$ cat src/rtl/led_bank_pkg.sv
// Shared types and register map for the LED driver bank.
package led_bank_pkg;

    typedef enum logic [2:0] {
        MODE_OFF   = 3'd0,
        MODE_ON    = 3'd1,
        MODE_BLINK = 3'd2,
        MODE_PWM   = 3'd3,
        MODE_PULSE = 3'd4
    } led_mode_t;

    localparam logic [1:0] REG_MODE   = 2'd0;
    localparam logic [1:0] REG_PERIOD = 2'd1;
    localparam logic [1:0] REG_DUTY   = 2'd2;

    function automatic int ch_width(input int n);
        return (n > 1) ? $clog2(n) : 1;
    endfunction

endpackage

$ cat src/rtl/led_blinker_bank_if.sv
// Single-cycle configuration write port of the LED driver bank.
interface led_blinker_bank_if
    import led_bank_pkg::*;
#(
    parameter int NCH   = 4,
    parameter int CNT_W = 16
);
    localparam int CH_W = ch_width(NCH);

    logic             cfg_we;
    logic [CH_W-1:0]  cfg_ch;
    logic [1:0]       cfg_reg;
    logic [CNT_W-1:0] cfg_data;

    modport master (output cfg_we, cfg_ch, cfg_reg, cfg_data);
    modport slave  (input  cfg_we, cfg_ch, cfg_reg, cfg_data);

endinterface

$ cat src/rtl/led_blinker_bank_channel.sv
// One LED channel: mode/period/duty registers, tick counter, trigger edge
// detection and the registered LED output.
module led_channel
    import led_bank_pkg::*;
#(
    parameter int CNT_W      = 16,
    parameter int PERIOD_RST = 500,
    parameter int MODE_RST   = 2
) (
    input  logic             pixel_clk,
    input  logic             sys_rst,
    input  logic             srst,
    input  logic             tick,
    input  logic             we_mode,
    input  logic             we_period,
    input  logic             we_duty,
    input  logic [CNT_W-1:0] wdata,
    input  logic             trig,
    output logic             led
);
    localparam logic [CNT_W-1:0] P_RST = CNT_W'(PERIOD_RST);
    localparam logic [CNT_W-1:0] D_RST = CNT_W'(PERIOD_RST / 2);
    localparam led_mode_t        M_RST = led_mode_t'(3'(MODE_RST));

    led_mode_t        mode_q, mode_d;
    logic [CNT_W-1:0] period_q, period_d;
    logic [CNT_W-1:0] duty_q, duty_d;
    logic [CNT_W-1:0] cnt_q, cnt_d;
    logic             led_q, led_d;
    logic             trig_q, trig_d;

    logic [CNT_W-1:0] last_cnt;
    logic             at_last;
    logic             rise;

    always_comb begin
        // A period of 0 runs as 1, so the terminal count is 0 in both cases.
        last_cnt = (period_q == '0) ? '0 : period_q - CNT_W'(1);
        at_last  = (cnt_q >= last_cnt);
        rise     = trig & ~trig_q;

        mode_d   = mode_q;
        period_d = period_q;
        duty_d   = duty_q;
        cnt_d    = cnt_q;
        led_d    = led_q;
        trig_d   = trig;

        if (srst) begin
            mode_d   = M_RST;
            period_d = P_RST;
            duty_d   = D_RST;
            cnt_d    = '0;
            led_d    = 1'b0;
            trig_d   = 1'b0;
        end else begin
            if (we_duty) duty_d = wdata;
            if (we_mode || we_period) begin
                if (we_mode)   mode_d   = led_mode_t'(wdata[2:0]);
                if (we_period) period_d = wdata;
                cnt_d = '0;
                led_d = 1'b0;
            end else begin
                case (mode_q)
                    MODE_ON: led_d = 1'b1;
                    MODE_BLINK: begin
                        if (tick) begin
                            if (at_last) begin
                                cnt_d = '0;
                                led_d = ~led_q;
                            end else begin
                                cnt_d = cnt_q + CNT_W'(1);
                            end
                        end
                    end
                    MODE_PWM: begin
                        if (tick) cnt_d = at_last ? '0 : cnt_q + CNT_W'(1);
                        led_d = (cnt_d < duty_q);
                    end
                    MODE_PULSE: begin
                        if (rise) begin
                            cnt_d = '0;
                            led_d = 1'b1;
                        end else if (led_q && tick) begin
                            if (at_last) begin
                                cnt_d = '0;
                                led_d = 1'b0;
                            end else begin
                                cnt_d = cnt_q + CNT_W'(1);
                            end
                        end
                    end
                    default: led_d = 1'b0;
                endcase
            end
        end
    end

    always_ff @(posedge pixel_clk or posedge sys_rst) begin
        if (sys_rst) begin
            mode_q   <= M_RST;
            period_q <= P_RST;
            duty_q   <= D_RST;
            cnt_q    <= '0;
            led_q    <= 1'b0;
            trig_q   <= 1'b0;
        end else begin
            mode_q   <= mode_d;
            period_q <= period_d;
            duty_q   <= duty_d;
            cnt_q    <= cnt_d;
            led_q    <= led_d;
            trig_q   <= trig_d;
        end
    end

    assign led = led_q;

endmodule

$ cat src/rtl/led_blinker_bank.sv
// LED driver bank: reset synchroniser, shared prescaler and config decode
// around NCH independent led_channel instances.
module led_blinker_bank
    import led_bank_pkg::*;
#(
    parameter int NCH        = 4,
    parameter int CNT_W      = 16,
    parameter int PRESCALE   = 31999,
    parameter int PERIOD_RST = 500,
    parameter int MODE_RST   = 2
) (
    input  logic                pixel_clk,
    input  logic                sys_rst,
    output logic                rst_o,
    led_blinker_bank_if.slave   cfg,
    input  logic [NCH-1:0]      trig_i,
    output logic [NCH-1:0]      led_o
);
    localparam int CH_W = ch_width(NCH);
    localparam int PS_W = (PRESCALE > 0) ? $clog2(PRESCALE + 1) : 1;

    logic [1:0]      sync_q, sync_d;
    logic [PS_W-1:0] pre_q, pre_d;
    logic            tick;
    logic            we_ok;

    always_comb begin
        sync_d = {sync_q[0], 1'b0};
        tick   = ~rst_o && (pre_q == PS_W'(PRESCALE));
        pre_d  = (rst_o || tick) ? '0 : pre_q + PS_W'(1);
        we_ok  = cfg.cfg_we && ~rst_o && (int'(cfg.cfg_ch) < NCH);
    end

    // Asserts with sys_rst, releases two pixel_clk edges later.
    always_ff @(posedge pixel_clk or posedge sys_rst) begin
        if (sys_rst) sync_q <= 2'b11;
        else         sync_q <= sync_d;
    end

    always_ff @(posedge pixel_clk or posedge sys_rst) begin
        if (sys_rst) pre_q <= '0;
        else         pre_q <= pre_d;
    end

    assign rst_o = sync_q[1];

    for (genvar i = 0; i < NCH; i++) begin : g_ch
        logic sel;
        assign sel = we_ok && (cfg.cfg_ch == CH_W'(i));

        led_channel #(
            .CNT_W      (CNT_W),
            .PERIOD_RST (PERIOD_RST),
            .MODE_RST   (MODE_RST)
        ) u_ch (
            .pixel_clk (pixel_clk),
            .sys_rst   (sys_rst),
            .srst      (rst_o),
            .tick      (tick),
            .we_mode   (sel && (cfg.cfg_reg == REG_MODE)),
            .we_period (sel && (cfg.cfg_reg == REG_PERIOD)),
            .we_duty   (sel && (cfg.cfg_reg == REG_DUTY)),
            .wdata     (cfg.cfg_data),
            .trig      (trig_i[i]),
            .led       (led_o[i])
        );
    end

endmodule

$ cat src/flat_wrapper.sv
// flat-port wrapper written by rule: the top's interface ports become plain ports
module led_blinker_bank_flat import led_bank_pkg::*;
#(
    parameter int NCH        = 4,
    parameter int CNT_W      = 16,
    parameter int PRESCALE   = 31999,
    parameter int PERIOD_RST = 500,
    parameter int MODE_RST   = 2
)
  (pixel_clk, sys_rst, rst_o, trig_i, led_o, cfg_cfg_we, cfg_cfg_ch, cfg_cfg_reg, cfg_cfg_data);
  led_blinker_bank_if #(.NCH(NCH), .CNT_W(CNT_W)) cfg_i ();
  input  logic pixel_clk;
  input  logic sys_rst;
  output logic rst_o;
  input  logic [NCH-1:0] trig_i;
  output logic [NCH-1:0] led_o;
  input wire logic [$bits(cfg_i.cfg_we)-1:0] cfg_cfg_we;
  input wire logic [$bits(cfg_i.cfg_ch)-1:0] cfg_cfg_ch;
  input wire logic [$bits(cfg_i.cfg_reg)-1:0] cfg_cfg_reg;
  input wire logic [$bits(cfg_i.cfg_data)-1:0] cfg_cfg_data;
  assign cfg_i.cfg_we = cfg_cfg_we;
  assign cfg_i.cfg_ch = cfg_cfg_ch;
  assign cfg_i.cfg_reg = cfg_cfg_reg;
  assign cfg_i.cfg_data = cfg_cfg_data;
  led_blinker_bank #(.NCH(NCH), .CNT_W(CNT_W), .PRESCALE(PRESCALE), .PERIOD_RST(PERIOD_RST), .MODE_RST(MODE_RST)) u_core (.pixel_clk(pixel_clk), .sys_rst(sys_rst), .rst_o(rst_o), .cfg(cfg_i), .trig_i(trig_i), .led_o(led_o));
endmodule
$ cat config.mk
export PLATFORM = sky130hd
export DESIGN_NAME = led_blinker_bank_flat
export DESIGN_NICKNAME = d
export VERILOG_FILES = /design/src/rtl/led_bank_pkg.sv /design/src/rtl/led_blinker_bank_if.sv /design/src/rtl/led_blinker_bank_channel.sv /design/src/rtl/led_blinker_bank.sv /design/src/flat_wrapper.sv
export SDC_FILE = /design/constraint.sdc
export NUM_CORES = 1
export LEC_CHECK = 0
export CAP_MARGIN = 20
export CELL_PAD_IN_SITES_DETAIL_PLACEMENT = 0
export CELL_PAD_IN_SITES_GLOBAL_PLACEMENT = 1
export CORE_MARGIN = 5
export CORE_UTILIZATION = 44
export DETAILED_ROUTE_END_ITERATION = 8
export PLACE_DENSITY = 0.85
export SYNTH_ARGS = -nofsm -noshare
export SYNTH_HDL_FRONTEND = slang
export SYNTH_SLANG_ARGS = --single-unit
export TNS_END_PERCENT = 30
$ cat constraint.sdc
create_clock -name pixel_clk -period 7.25 [get_ports pixel_clk]
set_input_delay 1.0875 -clock pixel_clk [delete_from_list [all_inputs] [get_ports pixel_clk]]
set_output_delay 1.0875 -clock pixel_clk [all_outputs]
set_load 0.03 [all_outputs]
== Yosys cells after proc, flatten, opt, wreduce, memory -nomap -nowiden ==
Cells that the tools add are included.

* Shift operators: 0
* Reductions and logical operators: 69
* Eq/ne operators: 38
* Order comparisons: 8
* Multiplexer cells: 113
* $mul: 0
* $add $sub $neg: 9
* Bitwise operators: 13
* Div/mod/pow operators: 0

{| class="wikitable"
|+ Operator list
! cell !! count
|-
| 16-bit 2-to-1 mux || 60
|-
| 16-bit case mux with 3 select lines || 4
|-
| 16-bit by 1-bit adder with 16-bit output, second input constant || 4
|-
| 16-bit greater-or-equal comparator || 4
|-
| 16-bit zero test || 4
|-
| 16-bit less-than comparator || 4
|-
| 16-bit by 1-bit subtractor with 16-bit output, second input constant || 4
|-
| 5-bit by 4-bit inequality test with 1-bit output, second input constant || 8
|-
| 3-bit 2-to-1 mux || 12
|-
| 1-bit 2-to-1 mux || 32
|-
| 2-bit nonzero test || 16
|-
| 3-bit by 2-bit == test with 1-bit output, second input constant || 8
|-
| 2-bit AND reduction || 12
|-
| 1-bit logical AND || 22
|-
| 4-bit by 3-bit inequality test with 1-bit output, second input constant || 5
|-
| 5-bit nonzero test || 4
|-
| 1-bit case mux with 4 select lines || 4
|-
| 4-bit AND reduction || 4
|-
| 15-bit by 1-bit adder with 15-bit output, second input constant || 1
|-
| 15-bit == test, second input constant || 1
|-
| 15-bit 2-to-1 mux || 1
|-
| 3-bit by 1-bit == test with 1-bit output, second input constant || 4
|-
| 3-bit == test, second input constant || 4
|-
| 4-bit by 2-bit inequality test with 1-bit output, second input constant || 3
|-
| 6 further kinds || 25
|}

* Bits in read-only memories: 0
* Memories kept: 0
* Latch bits: 0
* Input port bits: 27
* Flip-flop bits (word level): 229
* Output and inout port bits: 5
* RAM bits: 0

== Depth between registers and ports, before layout ==
* Word-level depth: 12
* Depth in mapped cells: 24

== Modules after synthesis ==
From an unflattened synthesis, not the netlist that was laid out.

* Cells, all modules: 1959
* Area, all modules: 16920.0 um^2

{| class="wikitable"
|+ Modules (own cells, without submodules)
! module !! area an instance (um^2) !! cells each !! instances
|-
| led_channel (u_core.g_ch[2].u_ch) || 4050.1 || 462 || 1
|-
| led_channel (u_core.g_ch[3].u_ch) || 4007.6 || 457 || 1
|-
| led_channel (u_core.g_ch[0].u_ch) || 3986.3 || 467 || 1
|-
| led_channel (u_core.g_ch[1].u_ch) || 3961.3 || 474 || 1
|-
| led_blinker_bank || 914.6 || 99 || 1
|}

== Worst setup path before layout ==
OpenSTA, ideal clock, no wires.

* Path kind: register -> register
* From: reg u_core.g_ch[0].u_ch.period_q[9]
* To: reg u_core.g_ch[0].u_ch.led_q
* Clock period less this slack: 5.179 ns
* Path buffers: 1
* Arrival: 5.092 ns
* Stages on the path, launching flop included: 21
* Setup time: 0.087 ns
* Setup slack: 2.071 ns
* Path through: dfrtp_1 > or4_1 > nor4_1 > nand3_1 > xnor2_1 > nand2_1 > ha_1 > nand3_2 > or4_1 > or4_4 > nand3_2 > nor2_1 > clkbuf_1 > nand2_1 > o21ai_0 > ha_1 > or4b_2 > a211oi_1 > a21oi_1 > or3_1 > a211oi_2

* Word-level cells in the longest chain between the ends: 12
* Elaborated cells between the ends (all ways): 16

{| class="wikitable"
|+ RTL lines
! item !! RTL line !! text
|-
| from (decl) || led_blinker_bank_channel.sv:26 || <nowiki>logic [CNT_W-1:0] period_q, period_d;</nowiki>
|-
| from (signal assigned) || led_blinker_bank_channel.sv:109 || <nowiki>period_q <= period_d;</nowiki>
|-
| 16-bit by 1-bit subtractor with 16-bit output / 16-bit zero test (equally long branches) || led_blinker_bank_channel.sv:38 || <nowiki>last_cnt = (period_q == '0) ? '0 : period_q - CNT_W'(1);</nowiki>
|-
| 16-bit 2-to-1 mux * || led_blinker_bank_channel.sv:38 ||
|-
| 16-bit greater-or-equal comparator * || led_blinker_bank_channel.sv:39 || <nowiki>at_last = (cnt_q >= last_cnt);</nowiki>
|-
| 16-bit 2-to-1 mux (2 in series) || led_blinker_bank_channel.sv:77 || <nowiki>if (tick) cnt_d = at_last ? '0 : cnt_q + CNT_W'(1);</nowiki>
|-
| 16-bit 2-to-1 mux || led_blinker_bank_channel.sv:64 || <nowiki>case (mode_q)</nowiki>
|-
| 16-bit 2-to-1 mux || led_blinker_bank_channel.sv:58 || <nowiki>if (we_mode || we_period) begin</nowiki>
|-
| 16-bit 2-to-1 mux || led_blinker_bank_channel.sv:49 || <nowiki>if (srst) begin</nowiki>
|-
| 16-bit less-than comparator || led_blinker_bank_channel.sv:78 || <nowiki>led_d = (cnt_d < duty_q);</nowiki>
|-
| 1-bit case mux with 4 select lines || led_blinker_bank_channel.sv:64 ||
|-
| 1-bit 2-to-1 mux || led_blinker_bank_channel.sv:58 ||
|-
| 1-bit 2-to-1 mux || led_blinker_bank_channel.sv:49 ||
|-
| to (signal assigned) || led_blinker_bank_channel.sv:112 || <nowiki>led_q <= led_d;</nowiki>
|-
| to (decl) || led_blinker_bank_channel.sv:29 || <nowiki>logic led_q, led_d;</nowiki>
|}

Mark *: on every way between the ends. The rest lies on a longest branch, timed or not. The select of a mux whose other input is x is not followed.
A chain may end at the register's enable or synchronous reset.

== Final worst setup path ==
Ends and elaborated chain as after synthesis.

==> results.sh <==
export IMPL_port_buffers=31
export IMPL_cp_start_kind="flop"
export IMPL_drive_above_1_share_pct=7.05
export IMPL_drt_iter0_markers=1433
export IMPL_setup_violations_final=0
export IMPL_vias=15400
export IMPL_vdd_ir_drop_worst_uv=147
export IMPL_grt_max_degree=187
export IMPL_firstDrtPassIters=7
export IMPL_hpwlAfterDp_mm=34.6
export IMPL_syn_nets=2287
export IMPL_fin_skew_ps=12.6
export IMPL_fin_crit_ps=6060
export IMPL_overflow=0
export IMPL_num_antenna_cells=0
export IMPL_synthArstFlopShare_pct=100
export IMPL_cts_resized=0
export IMPL_core_area_um2=37700
export IMPL_synth_cell_types=81
export IMPL_post_cts_buffers=0
export IMPL_io_pin_count=32
export IMPL_rows=71
export IMPL_rr_worst_depth=19
export IMPL_synthFlopType="dfrtp_1"
export IMPL_p_sw_share_pct=24.7
export IMPL_postRouteAntennaNets=0
export IMPL_status="complete, no violations"
export IMPL_die_x_um=205
export IMPL_timing_fmax_ghz=0.165
export IMPL_cp_depth=19
export IMPL_cp_slowest_cell="or4_1"
export IMPL_grt_first_pass_wirelength_mm=80.2
export IMPL_synth_seq_cells=229
export IMPL_htreeDepth=1
export IMPL_hold_depth=0
export IMPL_dp_cells=2570
export IMPL_yosysTopAreaCell="dfrtp_1"
export IMPL_timing_hold_ws_ps=356
export IMPL_initial_core_util_pct=44.5
export IMPL_yosys_top_cells_area="dfrtp_1 26%, nand2_1 10%, ha_1 10%, dfstp_2 8.5%, a21oi_1 4.7%"
export IMPL_route_detailed_drc=0
export IMPL_synth_most_common_cell="nand2_1"
export IMPL_synth_cells=2123
export IMPL_clkSinkCount=229
export IMPL_finalCritPeriodShare_pct=83.6
export IMPL_grt_pass1_vias=14600
export IMPL_ys_warn_count=0
export IMPL_cts_buffers=27
export IMPL_comb_power_share_pct=5.7
export IMPL_p_total_mw=2.94
export IMPL_cts_path_max_buffers=3
export IMPL_final_cells=2623
export IMPL_critPathCaptureType="flop"
export IMPL_ctsHoldBuffers=0
export IMPL_hold_viol=0
export IMPL_tritoncts="built"
export IMPL_leakagePower_nw=8.23
export IMPL_wl_mm=49.8
export IMPL_p_sw_uw=726
export IMPL_tightestPinTransition_ps=1150
export IMPL_cap_viol_max_count=0
export IMPL_syn_avg_cell_area_um2=7.89
export IMPL_relSlewSlack_pct=23.1
export IMPL_critical_path_buf_inv_count=1
export IMPL_fin_tns_setup_ps=0
export IMPL_cpPeakStageDelay_ps=590
export IMPL_die_y_um=205
export IMPL_power_internal_mw=2.21
export IMPL_post_drt_wl_per_cell_um=19.0
export IMPL_synth_seq_area_share_pct=34.6
export IMPL_area_delta_synth_final_pct=9.40
export IMPL_antenna_found_initial=0
export IMPL_cp_data_required_time_ps=7740
export IMPL_cts_root_buf="clkbuf_16"
export IMPL_viasPerCell=5.86
export IMPL_nNetsFinal=2255
export IMPL_yosys_top_cells_count="461 x nand2_1, 175 x dfrtp_1, 158 x a21oi_1"
export IMPL_final_max_slew_violation_count=0
export IMPL_track_usage_pct=23.5
export IMPL_hold_class="flop to flop"
export IMPL_seqPwrFrac_pct=44.7
export IMPL_path_max_fanout=22
export IMPL_path_clk_slew_ps=60
export IMPL_power_density_nw_per_um2=160
export IMPL_arrival_ps=6540
export IMPL_rsz0062_at_grt="no"
export IMPL_die_area_um2=42100
export IMPL_synth_edff_count=0
export IMPL_gp_congestion=0.911
export IMPL_worstSetupPathType="flop to flop"
export IMPL_power_share_clock_pct=49.5
export IMPL_clock_latency_ps=570
export IMPL_crit_family="simple AND/OR/NAND/NOR gates"
export IMPL_synthDominantCellAreaShare_pct=26.1
export IMPL_crit_path_cell_trace="or4_1 > nor4_1 > nand3_1 > nand2b_1 > ha_1 > a2111oi_0 > or4_4 > nand3_2 > nor2_1 > buf_4 > nand2_1 > o31ai_1 > ha_1 > a21oi_1 > o21ai_0 > a211oi_1 > a21oi_1 > or3_1 > a211oi_2"
export IMPL_synth_area_um2=16700
flip-flops by register name (all words and copies together) (netlist names):
signal and cells:
u_core.g_ch.u_ch.cnt_q 64, u_core.g_ch.u_ch.duty_q 64, u_core.g_ch.u_ch.period_q 64, u_core.pre_q 15, u_core.g_ch.u_ch.mode_q 12, u_core.g_ch.u_ch.led 4, u_core.g_ch.u_ch.trig_q 4, u_core.sync_q 2
power by group through the flow:
stage	registers (mW)	logic [mW]	clock network [mW]
after detailed placement	1.34	0.170	0
final	1.31	0.169	1.46
after floorplan	1.33	0.109	0
after CTS	1.31	0.170	1.48
after global routing	1.31	0.186	1.53
after global placement	1.33	0.168	0
cell families after synthesis:
logic type	after synthesis	synth area share (%)
xor gates and xnor gates	69	3.61
adders and majority gates	137	10.2
muxes	5	0.299
other	1	0.0224
AOI/OAI and AO/OA	491	18.2
and+or+nand+nor	981	27.9
DFF	229	34.6
buffers and inverters	210	5.15
layout make-up:
cell class	instances	area, µm²
inverter	94	357
sequential	229	5800
clock buffer	36	749
timing repair buffer	55	507
tap	511	639
fill	3661	19300
multi-input combinational	1684	10100
clock inverter	14	178
cells in the final DEF, fill, tap and decap left out, drive strengths merged, types with 22 or more instances in the layout:
cell type,count
clkbuf,36
nand2b,30
and3,36
a21o,25
nand4,22
dfstp,54
o31ai,34
nand3b,49
nand3,82
clkdlybuf4s50,31
nor4,26
dfrtp,175
o21ai,123
buf,24
nor2,123
a21oi,160
xnor2,22
nand2,461
inv,94
nor3,75
xor2,47
a31oi,43
ha,137
metal layers:
| layer | global-route usage, % | up-vias | routed length, µm |
|---|---|---|---|
| met1 | 33.6 | 7368 | 22700 |
| li1 | - | 7443 | - |
| met4 | 6.22 | 0 | 1340 |
| met5 | 0 | - | 0 |
| met3 | 3.23 | 86 | 3010 |
| met2 | 37.5 | 477 | 22700 |
stage by stage:
stage / instance area (µm²) / utilization [%] / setup WS, ps
2_1_floorplan: 16800 / - / 2070
3_3_place_gp: 17400 / 46.1 / 1290
3_5_place_dp: 17400 / 46.1 / 1200
4_1_cts: 18300 / 48.6 / 1170
5_1_grt: 18300 / 48.6 / 657
6_report: 18300 / 48.6 / 1190
worst paths after layout:
kind / slack, ps / from / endpoint
max in group asynchronous: 5030 / sys_rst / u_core.g_ch[2].u_ch.period_q[13]
worst min-delay path: 360 / u_core.sync_q[0] / u_core.sync_q[1]
worst min register to register: 360 / u_core.sync_q[0] / u_core.sync_q[1]
worst max register to register: 1190 / u_core.g_ch[0].u_ch.period_q[9] / u_core.g_ch[0].u_ch.led
min in group asynchronous: 1070 / sys_rst / u_core.g_ch[3].u_ch.cnt_q[11]
worst max-delay path: 1190 / u_core.g_ch[0].u_ch.period_q[9] / u_core.g_ch[0].u_ch.led
Note: power is estimated with default switching activity, not from simulation.
